**src/rtl/stopwatch_pkg.sv**
```systemverilog
// Shared types and constants for the MM:SS stopwatch controller.
// Digit maxima, digit-select encodings and the BCD wrap helper live here.
package stopwatch_pkg;

  typedef enum logic [0:0] {
    PAUSED = 1'b0,
    RUN    = 1'b1
  } state_e;

  localparam logic [3:0] SEC_ONES_MAX = 4'd9;
  localparam logic [3:0] SEC_TENS_MAX = 4'd5;
  localparam logic [3:0] MIN_ONES_MAX = 4'd9;

  localparam logic [1:0] SEL_SEC_ONES = 2'd0;
  localparam logic [1:0] SEL_SEC_TENS = 2'd1;
  localparam logic [1:0] SEL_MIN_ONES = 2'd2;
  localparam logic [1:0] SEL_MIN_TENS = 2'd3;

  // ">=" keeps the digit legal even if it ever held a value above its maximum.
  function automatic logic [3:0] bcd_wrap_inc(input logic [3:0] d, input logic [3:0] max);
    logic [3:0] r;
    if (d >= max) begin
      r = 4'd0;
    end else begin
      r = d + 4'd1;
    end
    return r;
  endfunction

  function automatic logic bcd_at_max(input logic [3:0] d, input logic [3:0] max);
    return (d >= max);
  endfunction

endpackage

```
**src/rtl/btn_cond.sv**
```systemverilog
// Pushbutton conditioner: 2-flop synchronizer, stable-count debouncer and
// a one-clk pulse on each rising edge of the debounced level.
module btn_cond #(
  parameter int unsigned DB_CYCLES = 65536
) (
  input  logic clk,
  input  logic rst_n,
  input  logic btn,
  output logic pulse
);

  localparam int unsigned CNT_W = (DB_CYCLES > 1) ? $clog2(DB_CYCLES) : 1;
  localparam logic [CNT_W-1:0] CNT_LAST = CNT_W'(DB_CYCLES - 1);

  logic             sync1_q;
  logic             sync2_q;
  logic             level_q;
  logic             level_d;
  logic             level_prev_q;
  logic [CNT_W-1:0] cnt_q;
  logic [CNT_W-1:0] cnt_d;

  // The level flips on the DB_CYCLES-th consecutive sample that differs from it.
  always_comb begin
    level_d = level_q;
    cnt_d   = '0;
    if (sync2_q != level_q) begin
      if (cnt_q == CNT_LAST) begin
        level_d = sync2_q;
      end else begin
        cnt_d = cnt_q + CNT_W'(1);
      end
    end
  end

  always_ff @(posedge clk or negedge rst_n) begin
    if (!rst_n) begin
      sync1_q      <= 1'b0;
      sync2_q      <= 1'b0;
      level_q      <= 1'b0;
      level_prev_q <= 1'b0;
      cnt_q        <= '0;
    end else begin
      sync1_q      <= btn;
      sync2_q      <= sync1_q;
      level_q      <= level_d;
      level_prev_q <= level_q;
      cnt_q        <= cnt_d;
    end
  end

  assign pulse = level_q & ~level_prev_q;

endmodule

```
**src/rtl/stopwatch_ctrl.sv**
```systemverilog
// Stopwatch sequencing controller: button conditioning, run/pause FSM,
// cascaded BCD MM:SS counter and per-digit adjust with blink phase.
module stopwatch_ctrl
  import stopwatch_pkg::*;
#(
  parameter int unsigned DB_CYCLES    = 65536,
  parameter int unsigned MAX_MIN_TENS = 5
) (
  input  logic       clk,
  input  logic       rst_n,
  input  logic       tick_1hz,
  input  logic       tick_2hz,
  input  logic       btn_pause,
  input  logic       btn_clr,
  input  logic       sw_adj,
  input  logic [1:0] sw_sel,
  output logic [3:0] min_tens,
  output logic [3:0] min_ones,
  output logic [3:0] sec_tens,
  output logic [3:0] sec_ones,
  output logic       adj,
  output logic [1:0] sel,
  output logic       blink,
  output logic       running,
  output logic       rollover
);

  localparam logic [3:0] MIN_TENS_MAX = 4'(MAX_MIN_TENS);

  logic       pause_p;
  logic       clr_p;

  logic       adj_s1_q, adj_s2_q, adj_q;
  logic [1:0] sel_s1_q, sel_s2_q, sel_q;

  state_e     state_q, state_d;
  logic [3:0] mt_q, mt_d;
  logic [3:0] mo_q, mo_d;
  logic [3:0] st_q, st_d;
  logic [3:0] so_q, so_d;
  logic       blink_q, blink_d;
  logic       rollover_q, rollover_d;

  btn_cond #(
    .DB_CYCLES (DB_CYCLES)
  ) u_btn_pause (
    .clk   (clk),
    .rst_n (rst_n),
    .btn   (btn_pause),
    .pulse (pause_p)
  );

  btn_cond #(
    .DB_CYCLES (DB_CYCLES)
  ) u_btn_clr (
    .clk   (clk),
    .rst_n (rst_n),
    .btn   (btn_clr),
    .pulse (clr_p)
  );

  // Switches are level controls read by a human; synchronizing is enough.
  always_ff @(posedge clk or negedge rst_n) begin
    if (!rst_n) begin
      adj_s1_q <= 1'b0;
      adj_s2_q <= 1'b0;
      adj_q    <= 1'b0;
      sel_s1_q <= 2'd0;
      sel_s2_q <= 2'd0;
      sel_q    <= 2'd0;
    end else begin
      adj_s1_q <= sw_adj;
      adj_s2_q <= adj_s1_q;
      adj_q    <= adj_s2_q;
      sel_s1_q <= sw_sel;
      sel_s2_q <= sel_s1_q;
      sel_q    <= sel_s2_q;
    end
  end

  always_comb begin
    state_d = state_q;
    if (pause_p) begin
      state_d = (state_q == RUN) ? PAUSED : RUN;
    end
  end

  // Clear beats adjust, adjust beats counting.
  always_comb begin
    mt_d       = mt_q;
    mo_d       = mo_q;
    st_d       = st_q;
    so_d       = so_q;
    rollover_d = 1'b0;
    if (clr_p) begin
      mt_d = 4'd0;
      mo_d = 4'd0;
      st_d = 4'd0;
      so_d = 4'd0;
    end else if (adj_q) begin
      if (tick_2hz) begin
        unique case (sel_q)
          SEL_SEC_ONES: so_d = bcd_wrap_inc(so_q, SEC_ONES_MAX);
          SEL_SEC_TENS: st_d = bcd_wrap_inc(st_q, SEC_TENS_MAX);
          SEL_MIN_ONES: mo_d = bcd_wrap_inc(mo_q, MIN_ONES_MAX);
          SEL_MIN_TENS: mt_d = bcd_wrap_inc(mt_q, MIN_TENS_MAX);
          default:      so_d = so_q;
        endcase
      end
    end else if ((state_q == RUN) && tick_1hz) begin
      so_d = bcd_wrap_inc(so_q, SEC_ONES_MAX);
      if (bcd_at_max(so_q, SEC_ONES_MAX)) begin
        st_d = bcd_wrap_inc(st_q, SEC_TENS_MAX);
        if (bcd_at_max(st_q, SEC_TENS_MAX)) begin
          mo_d = bcd_wrap_inc(mo_q, MIN_ONES_MAX);
          if (bcd_at_max(mo_q, MIN_ONES_MAX)) begin
            mt_d = bcd_wrap_inc(mt_q, MIN_TENS_MAX);
            rollover_d = bcd_at_max(mt_q, MIN_TENS_MAX);
          end
        end
      end
    end
  end

  always_comb begin
    blink_d = 1'b0;
    if (adj_q) begin
      blink_d = tick_2hz ? ~blink_q : blink_q;
    end
  end

  always_ff @(posedge clk or negedge rst_n) begin
    if (!rst_n) begin
      state_q    <= PAUSED;
      mt_q       <= 4'd0;
      mo_q       <= 4'd0;
      st_q       <= 4'd0;
      so_q       <= 4'd0;
      blink_q    <= 1'b0;
      rollover_q <= 1'b0;
    end else begin
      state_q    <= state_d;
      mt_q       <= mt_d;
      mo_q       <= mo_d;
      st_q       <= st_d;
      so_q       <= so_d;
      blink_q    <= blink_d;
      rollover_q <= rollover_d;
    end
  end

  assign min_tens = mt_q;
  assign min_ones = mo_q;
  assign sec_tens = st_q;
  assign sec_ones = so_q;
  assign adj      = adj_q;
  assign sel      = sel_q;
  assign blink    = blink_q;
  assign running  = (state_q == RUN);
  assign rollover = rollover_q;

endmodule

```
**config.mk**
```make
export PLATFORM = sky130hd
export DESIGN_NAME = stopwatch_ctrl
export DESIGN_NICKNAME = d
export VERILOG_FILES = /design/src/rtl/stopwatch_pkg.sv /design/src/rtl/btn_cond.sv /design/src/rtl/stopwatch_ctrl.sv
export SDC_FILE = /design/constraint.sdc
export NUM_CORES = 1
export LEC_CHECK = 0
export CAP_MARGIN = 15
export CORE_AREA = 8 8 85 80
export DETAILED_ROUTE_END_ITERATION = 6
export DIE_AREA = 0 0 93 88
export GPL_TIMING_DRIVEN = 0
export PLACE_DENSITY = 0.82
export SYNTH_ARGS = -nofsm -noshare
export SYNTH_HDL_FRONTEND = slang
export SYNTH_SLANG_ARGS = --single-unit
```
**constraint.sdc**
```tcl
create_clock -name clk -period 2.8 [get_ports clk]
set_clock_uncertainty 0.05 [all_clocks]
set_input_delay 0.42 -clock clk [delete_from_list [all_inputs] [get_ports clk]]
set_output_delay 0.42 -clock clk [all_outputs]
set_load 0.02 [all_outputs]
```
# [Word level (Yosys, flattened, before mapping)]
# Cells that the tools add are included.
[totals] ff_bits=68
[classes] order_cmp=4 n_eq_ne=13 bitwise=5 n_mux=43 reduce_logical=12 addsub=6
[op_table] cell="2-to-1 mux 4 bit" n=30
[op_table] cell="2-to-1 mux 16 bit" n=4
[op_table] cell="adder 16 x 1 -> 16 bit, second input constant" n=2
[op_table] cell="equality test 16 bit, second input constant" n=2
[op_table] cell="adder 4 x 1 -> 4 bit, second input constant" n=4
[op_table] cell="inequality test 3 x 2 -> 1 bit, second input constant" n=4
[op_table] cell="nonzero test 3 bit" n=4
[op_table] cell="2-to-1 mux 1 bit" n=9
[op_table] cell="greater-or-equal comparator 4 x 3 -> 1 bit, second input constant" n=2
[op_table] cell="greater-or-equal comparator 4 bit, second input constant" n=2
[op_table] cell="AND reduction 6 bit" n=1
[op_table] cell="AND reduction 5 bit" n=1
[op_table] cell="equality test 2 bit, second input constant" n=2
[op_table] cell="AND reduction 2 bit" n=2
[op_table] cell="AND reduction 4 bit" n=1
[op_table] cell="inequality test 3 bit, second input constant" n=1
[op_table] cell="NOT 1 bit" n=3
[op_table] cell="AND reduction 3 bit" n=1
[op_table] cell="AND 1 bit" n=2
[op_table] cell="equality test 2 x 1 -> 1 bit, second input constant" n=1
[op_table] cell="zero test 2 bit" n=1
[op_table] cell="inequality test 1 bit" n=2
[op_table] cell="inequality test 2 bit, second input constant" n=1
[op_table] cell="logical AND 1 bit" n=1

# [Longest topological paths before layout]
# Gate-level depths: netlist (run 1).
[logic_depth] word_depth=8 depth_mapped=8

# [By module]
# Synthesis (run 1) repeated with hierarchy kept, for this count alone.
[unflattened] cells_unflattened=307 area_unflattened_um2=3225.6
[modules_own_cells] module="btn_cond" area_each_um2=902.1 cells_per_inst=87 seq_area_each_um2=500.5 n_inst=2
[modules_own_cells] module="stopwatch_ctrl" area_each_um2=1421.4 cells_per_inst=133 seq_area_each_um2=700.7 n_inst=1

# [Worst setup path before layout (run 1)]
# OpenSTA, ideal clock, no wires.
[synth_timing] kind="register to register" startpoint="reg so_q[0] (netlist: sec_ones[0])" endpoint="reg mo_q[0] (netlist: min_ones[0])" period_less_slack_ns=2.045 n_path_buf=0 setup_slack_ns=0.755 t_arrival_ns=1.870 stages_incl_launch_ff=8 t_required_ns=2.625 cell_sequence="dfrtp_1 -> inv_1 -> ha_1 -> nor3b_1 -> nand2b_4 -> o31ai_1 -> nand2_1 -> mux2_2"
[synth_between] elab_chain_len=3
[synth_lines] item="start: declaration" line="stopwatch_ctrl.sv:40" text="logic [3:0] so_q, so_d;"
[synth_lines] item="start signal: assignment" line="stopwatch_ctrl.sv:138" text="so_q <= 4'd0;"
[synth_lines] item="start signal: assignment" line="stopwatch_ctrl.sv:146" text="so_q <= so_d;"
[synth_lines] item="greater-or-equal comparator 4 bit" line="stopwatch_pkg.sv:31" text="return (d >= max);"
[synth_lines] item="nonzero test 3 bit (no line)"
[synth_lines] item="AND reduction 5 bit (no line)"
[synth_lines] item="end signal: assignment" line="stopwatch_ctrl.sv:144" text="mo_q <= mo_d;"
[synth_lines] item="end: declaration" line="stopwatch_ctrl.sv:38" text="logic [3:0] mo_q, mo_d;"
# Every way passes these cells.
# A chain may end at the register's enable or synchronous reset.

# [Worst setup path in the final report (run 1)]
[layout_timing] startpoint="reg mo_q[0] (netlist: min_ones[0])" endpoint="reg mt_q[0] (netlist: min_tens[0])"
[layout_between] elab_chain_len=3
[layout_lines] item="greater-or-equal comparator 4 bit" line="stopwatch_pkg.sv:31"
[layout_lines] item="nonzero test 3 bit (no line)"
[layout_lines] item="AND reduction 6 bit (no line)"
[layout_lines] item="end signal: assignment" line="stopwatch_ctrl.sv:143" text="mt_q <= mt_d;"
[layout_lines] item="end: declaration" line="stopwatch_ctrl.sv:37" text="logic [3:0] mt_q, mt_d;"
# Every way passes these cells.

==> impl_metrics.json, run 1 <==
{
  "drcViolationCount": 0,
  "switching_share": 0.303,
  "reg2reg_depth": 6,
  "max_cap_viol_count": 0,
  "drtIter0Drc": 86,
  "grt_pass1_wl_microns": 9650,
  "synth_nets": 312,
  "endpoint_kind": "flop",
  "vdd_ir_drop_max_v": 0.000468,
  "overflow": 0,
  "start_util": 0.583,
  "finalSetupViolations": 0,
  "holdWs_ns": 0.126,
  "drt_wl_total_microns": 5620,
  "synth_edf_count": 0,
  "port_buffers": 30,
  "tns_ns": 0,
  "stdcell_area_sq_mm": 0.00377,
  "drt-wirelength-per-cell_microns": 13.9,
  "min_path_type": "input port to asynchronous set/reset pin",
  "first_global_vias": 2176,
  "switchingPower_mw": 0.880,
  "clock-sinks": 68,
  "r2r_start": "min_ones[0]$_DFFE_PN0P_",
  "rsz0062_at_grt": "false",
  "h-tree-depth": 3,
  "critPathLaunchType": "flop",
  "p_int_mw": 2.02,
  "ys.flop_type": "dfrtp_1",
  "power_frac_seq": 0.424,
  "cts_buffers": 9,
  "p_leak_nw": 1.75,
  "async_reset_ff_frac": 1.00,
  "cts_buffer_depth": 2,
  "finalMaxSlewViolations": 0,
  "fin_crit_sh": 0.770,
  "cp.required_ns": 2.96,
  "instances_no_fill": 405,
  "tightest_slew_ns": 0.820,
  "fmax_mhz": 464,
  "power_frac_clock": 0.325,
  "grt_max_degree": 69,
  "multi_input_area_sq_mm": 0.00134,
  "synth_cell_types": 45,
  "slew_headroom": 0.453,
  "dr.pass1.iters": 6,
  "cts_tree": "done",
  "cts_setup_buffers": 0,
  "final_cell_mix": "dfrtp_1, nor2_1, clkdlybuf4s50_1",
  "run_status": "finished clean",
  "arrival_ns": 2.32,
  "nets": 353,
  "clk_latency_ns": 0.34,
  "nFillCells": 391,
  "synthCells": 289,
  "layout-drive-gt1-share": 0.0955,
  "core-area_sq_mm": 0.00540,
  "pwr_density_cell_mw_per_mm2": 771,
  "cts_root_buf": "clkbuf_8",
  "synth_seq_area_share": 0.540,
  "fp-row-count": 26,
  "num_vias": 2161,
  "hold_viol_final": 0,
  "die-area_sq_mm": 0.00818,
  "die_width_microns": 93,
  "dp.cells": 389,
  "post-dp-hpwl_microns": 3790,
  "ios": 31,
  "final_common_cell": "dfrtp_1",
  "pre_cts_slack_ns": 0.719,
  "clk_pin_slew_ns": 0.08,
  "ant_nets": 0,
  "worst-setup-path-type": "flop to flop",
  "ys_warn_count": 0,
  "p_comb_frac": 0.251,
  "timing.rr.end": "min_tens[0]$_DFFE_PN0P_",
  "grt_util_all_layers": 0.151,
  "setup_slack_ns": 0.644,
  "via_per_inst": 5.34,
  "reg2reg_slack_ns": 0.64,
  "antenna_found_initial": 0,
  "placed_cell_area_sq_mm": 0.00353,
  "period_needed_ns": 2.16,
  "syn2layout_area_growth_pct": 19.6,
  "cts_resized": 0,
  "die_h_microns": 88,
  "synth_area_sq_mm": 0.00315,
  "yosys_register_bits": 68,
  "crit_fanout": 7,
  "synth_area_per_cell_sq_um": 10.9,
  "regArea_sq_mm": 0.00170,
  "gp_congestion": 0.822,
  "n_antenna_cell": 0,
  "cts_hold_buf": 0
}
## synthesized netlist by cell type (3+ instances only)
cell       number  area, sq um
mux2_2          3         33.8
a21oi_1         3         15.0
o31ai_1         3         22.5
xor2_1         17          149
nor3_1          3         15.0
xnor2_1        15          131
nand2b_1        8         50.1
ha_1           14          175
nand2_1        19         71.3
nand4_1         8         50.1
inv_1          18         67.6
and2_1          4         25.0
nor2_1         41          154
nand3_1        15         75.1
a31oi_1         3         18.8
o2bb2ai_1       3         26.3
and3_1          4         25.0
nand3b_1        3         22.5
dfrtp_1        68         1700
mux2i_1         4         40.0
## worst max path at each step
stage,to,depth (start not counted),start,slack [ns]
2_1_floorplan,min_ones[0]$_DFFE_PN0P_,7,sec_ones[0]$_DFFE_PN0P_,0.76
3_3_place_gp,u_btn_pause.cnt_q[10]$_DFF_PN0_,1,rst_n,-0.95
3_5_place_dp,min_tens[0]$_DFFE_PN0P_,6,tick_1hz,0.72
4_1_cts,min_tens[0]$_DFFE_PN0P_,6,min_ones[0]$_DFFE_PN0P_,0.66
5_1_grt,min_ones[0]$_DFFE_PN0P_,7,sec_ones[0]$_DFFE_PN0P_,0.52
6_report,min_tens[0]$_DFFE_PN0P_,6,min_ones[0]$_DFFE_PN0P_,0.64
## metrics by stage
stage / utilization / power [mW]
after floorplan: - / 1.65
after global placement: 0.655 / 1.93
after detailed placement: 0.655 / 1.96
after CTS: 0.697 / 2.93
after global routing: 0.697 / 3.07
final: 0.697 / 2.90
## registers in the layout (all words and copies together), names as in the netlist, 2 cells and up
signal and count:
u_btn_clr.cnt_q 16, u_btn_pause.cnt_q 16, min_ones 4, min_tens 4, sec_ones 4, sec_tens 4
sel 2, sel_s1_q 2, sel_s2_q 2
## cells by family after synthesis
group | share of synthesized area
adder cells (fa/ha/maj) | 0.0556
flip-flops | 0.540
multiplexers | 0.0270
AND/OR/NAND/NOR | 0.195
AO/OA/AOI/OAI | 0.0596
XOR/XNOR | 0.0890
buffers and inverters | 0.0330
## power by group through the flow
stage / combinational [mW] / sequential [mW] / clock (mW)
after floorplan: 0.319 / 1.33 / 0
after global placement: 0.696 / 1.23 / 0
after detailed placement: 0.725 / 1.24 / 0
after CTS: 0.741 / 1.23 / 0.961
after global routing: 0.808 / 1.25 / 1.02
final: 0.729 / 1.23 / 0.943
## layout make-up
type,instances,share of cell area
Multi-Input combinational cell,198,0.357
Tap cell,70,0.0233
Clock buffer,11,0.0349
Clock inverter,5,0.0266
Timing Repair Buffer,30,0.0791
Buffer,5,0.00963
Sequential cell,68,0.452
Inverter,18,0.0179
## routing by layer
metal,vias to the layer above,track usage,part of all wire
met4,0,0.0775,0.018
met3,10,0.0514,0.063
met1,1042,0.174,0.44
met2,53,0.246,0.48
li1,1056,-,-
met5,-,0,0
## worst max-delay path, cell delays in order (launching register included)
cell      delay (ns)
dfrtp_1         0.49
inv_1           0.09
ha_1            0.21
a21boi_0        0.29
nor3b_2         0.38
o21ai_2         0.17
mux2_1          0.35
Power figures use the tool's default switching activity.
==> run 2: changes to the inputs <==
--- a/config.mk
+++ b/config.mk
@@ -6,11 +6,11 @@
 export NUM_CORES = 1
 export LEC_CHECK = 0
 export CAP_MARGIN = 15
-export CORE_AREA = 8 8 85 80
+export CORE_AREA = 8 8 92 86
 export DETAILED_ROUTE_END_ITERATION = 6
-export DIE_AREA = 0 0 93 88
+export DIE_AREA = 0 0 100 94
 export GPL_TIMING_DRIVEN = 0
-export PLACE_DENSITY = 0.82
+export PLACE_DENSITY = 0.74
 export SYNTH_ARGS = -nofsm -noshare
 export SYNTH_HDL_FRONTEND = slang
 export SYNTH_SLANG_ARGS = --single-unit
==> constraint.sdc (replaced) <==
create_clock -name clk -period 1.75 [get_ports clk]
set_clock_uncertainty 0.05 [all_clocks]
set_input_delay 0.2625 -clock clk [delete_from_list [all_inputs] [get_ports clk]]
set_output_delay 0.2625 -clock clk [all_outputs]
set_load 0.02 [all_outputs]
==> run 2 against run 1 <==
Critical path type unchanged. Largest power group unchanged. Maximum frequency up 19%. Clock power up 26%. Global-route usage shrank 1.7 points. Register-to-register slack worse by 0.70 ns. The run now ends with hold timing, setup timing left. Highest routed layer unchanged.
==> impl_metrics.json, run 2 (same netlist as run 1, synthesis figures left out) <==
{
  "run_status": "finished, violations left",
  "violations": "hold timing, setup timing",
  "clk_latency_ns": 0.34,
  "final_common_cell": "dfrtp_1",
  "crit_fanout": 4,
  "fmax_mhz": 553,
  "power_frac_clock": 0.258,
  "grt_util_all_layers": 0.134,
  "drt-wirelength-per-cell_microns": 13.7,
  "power_frac_seq": 0.428,
  "grt_pass1_wl_microns": 10100,
  "wl_met3_microns": 298,
  "tns_ns": -0.119,
  "core-area_sq_mm": 0.00638,
  "timing.rr.end": "min_ones[0]$_DFFE_PN0P_",
  "n_antenna_cell": 0,
  "die_h_microns": 94,
  "start_util": 0.494,
  "worst-setup-path-type": "flop to flop",
  "port_buffers": 30,
  "r2r_start": "sec_ones[0]$_DFFE_PN0P_",
  "path_buf_inv": 1,
  "post-dp-hpwl_microns": 3960,
  "arrival_ns": 1.98,
  "cp.required_ns": 1.92,
  "switchingPower_mw": 1.52,
  "h-tree-depth": 3,
  "slew_headroom": 0.442,
  "crit_start": "sec_ones[0]$_DFFE_PN0P_",
  "die-area_sq_mm": 0.00940,
  "finalSetupViolations": 4,
  "setup_slack_ns": -0.0567,
  "met1_length_microns": 2770,
  "fp-row-count": 28,
  "pwr_density_cell_mw_per_mm2": 1130,
  "drcViolationCount": 0,
  "final_cell_mix": "dfrtp_1, nor2_1, buf_4",
  "cts_root_buf": "clkbuf_8",
  "first_global_vias": 2278,
  "max_cap_viol_count": 0,
  "critical-path-slowest-cell": "dfrtp_2",
  "min_path_type": "input port to asynchronous set/reset pin",
  "clock-sinks": 68,
  "clk_pin_slew_ns": 0.07,
  "drtIter0Drc": 83,
  "p_comb_frac": 0.313,
  "endpoint_kind": "flop",
  "die_width_microns": 100,
  "period_needed_ns": 1.81,
  "grt_max_degree": 69,
  "p_leak_nw": 1.92,
  "reg2reg_depth": 7,
  "layout-drive-gt1-share": 0.241,
  "via_per_inst": 5.03,
  "cts_buffers": 9,
  "p_int_mw": 3.09,
  "reg2reg_slack_ns": -0.06,
  "crit_chain": "inv_2 -> ha_4 -> nor3b_4 -> nand2b_4 -> o31ai_4 -> nand2_2 -> mux2_2",
  "rsz0062_at_grt": "true",
  "holdWs_ns": -0.0339,
  "route.met2.wl_microns": 2880,
  "cp_slowest_stage_delay_ns": 0.42,
  "hold_viol_final": 24,
  "gp_congestion": 0.781,
  "ios": 31,
  "cts_tree": "done",
  "syn2layout_area_growth_pct": 29.0,
  "tightest_slew_ns": 0.837,
  "drt_wl_total_microns": 6060,
  "ant_nets": 0,
  "critical_path.top_delay_family": "simple AND/OR/NAND/NOR gates",
  "overflow": 0,
  "nets": 370,
  "cts_hold_buf": 0,
  "largest_registers": "u_btn_clr.cnt_q (16), u_btn_pause.cnt_q (16)",
  "critPathLaunchType": "flop",
  "routed.top_layer": "met4",
  "cts_buffer_depth": 2,
  "vdd_ir_drop_max_v": 0.000499,
  "num_vias": 2223,
  "antenna_found_initial": 0,
  "dr.pass1.iters": 4,
  "fin_crit_sh": 1.03,
  "finalMaxSlewViolations": 0,
  "switching_share": 0.330
}
[run 2: worst reg2reg max path, cell delays in order (launching register included)]
cell and delay [ns]:
dfrtp_2 0.42, inv_2 0.07, ha_4 0.16, nor3b_4 0.15, nand2b_4 0.18, o31ai_4 0.26
nand2_2 0.12, mux2_2 0.29
[run 2: repair_timing]
item                                    CTS  global route
cloned                                    0             1
buffers inserted                         11             6
endpoints found under the setup margin   36            39
resized for setup                        19            27
pin swaps                                 5             9
[run 2: power by group through the flow]
stage	Combinational (mW)	Clock (mW)	Sequential [mW]
floorplan	0.594	0	2.14
global placement	1.20	0	2.01
detailed placement	1.25	0	2.01
CTS	1.40	1.22	1.96
global route	1.58	1.30	2.01
finish	1.44	1.19	1.97
[run 2: final cells by class]
class                           count  area (sq um)
Fill cell                         515          2310
Sequential cell                    68          1710
Multi-Input combinational cell    198          1510
Timing Repair Buffer               48           444
Clock buffer                       12           165
Tap cell                           90           113
Inverter                           18          70.1
Buffer                              4          28.8
Clock inverter                      4          22.5
[run 2: metal layers]
layer / vias to the layer above / track usage
met2: 42 / 0.221
met5: - / 0
li1: 1089 / -
met3: 10 / 0.0415
met4: 0 / 0.0717
met1: 1082 / 0.153
[run 2: metrics by stage]
| step | worst slack, ns | std cells | utilization | cell area [sq um] | total power [mW] |
|---|---|---|---|---|---|
| after floorplan | -0.0458 | 289 | - | 3210 | 2.74 |
| after global placement | -2.14 | 409 | 0.568 | 3620 | 3.21 |
| after detailed placement | -0.235 | 409 | 0.568 | 3620 | 3.26 |
| after CTS | -0.0317 | 435 | 0.617 | 3930 | 4.58 |
| after global routing | -0.105 | 442 | 0.637 | 4060 | 4.89 |
| final | -0.0567 | 442 | 0.637 | 4060 | 4.61 |
[run 2: how the worst max path moves through the flow]
stage	cells after the start	end	slack (ns)
finish	7	min_ones[0]$_DFFE_PN0P_	-0.06
detailed placement	6	sec_tens[2]$_DFFE_PN0P_	-0.23
global route	7	min_ones[0]$_DFFE_PN0P_	-0.11
CTS	7	min_tens[0]$_DFFE_PN0P_	-0.03
floorplan	7	min_tens[0]$_DFFE_PN0P_	-0.05
global placement	1	sec_ones[0]$_DFFE_PN0P_	-2.14
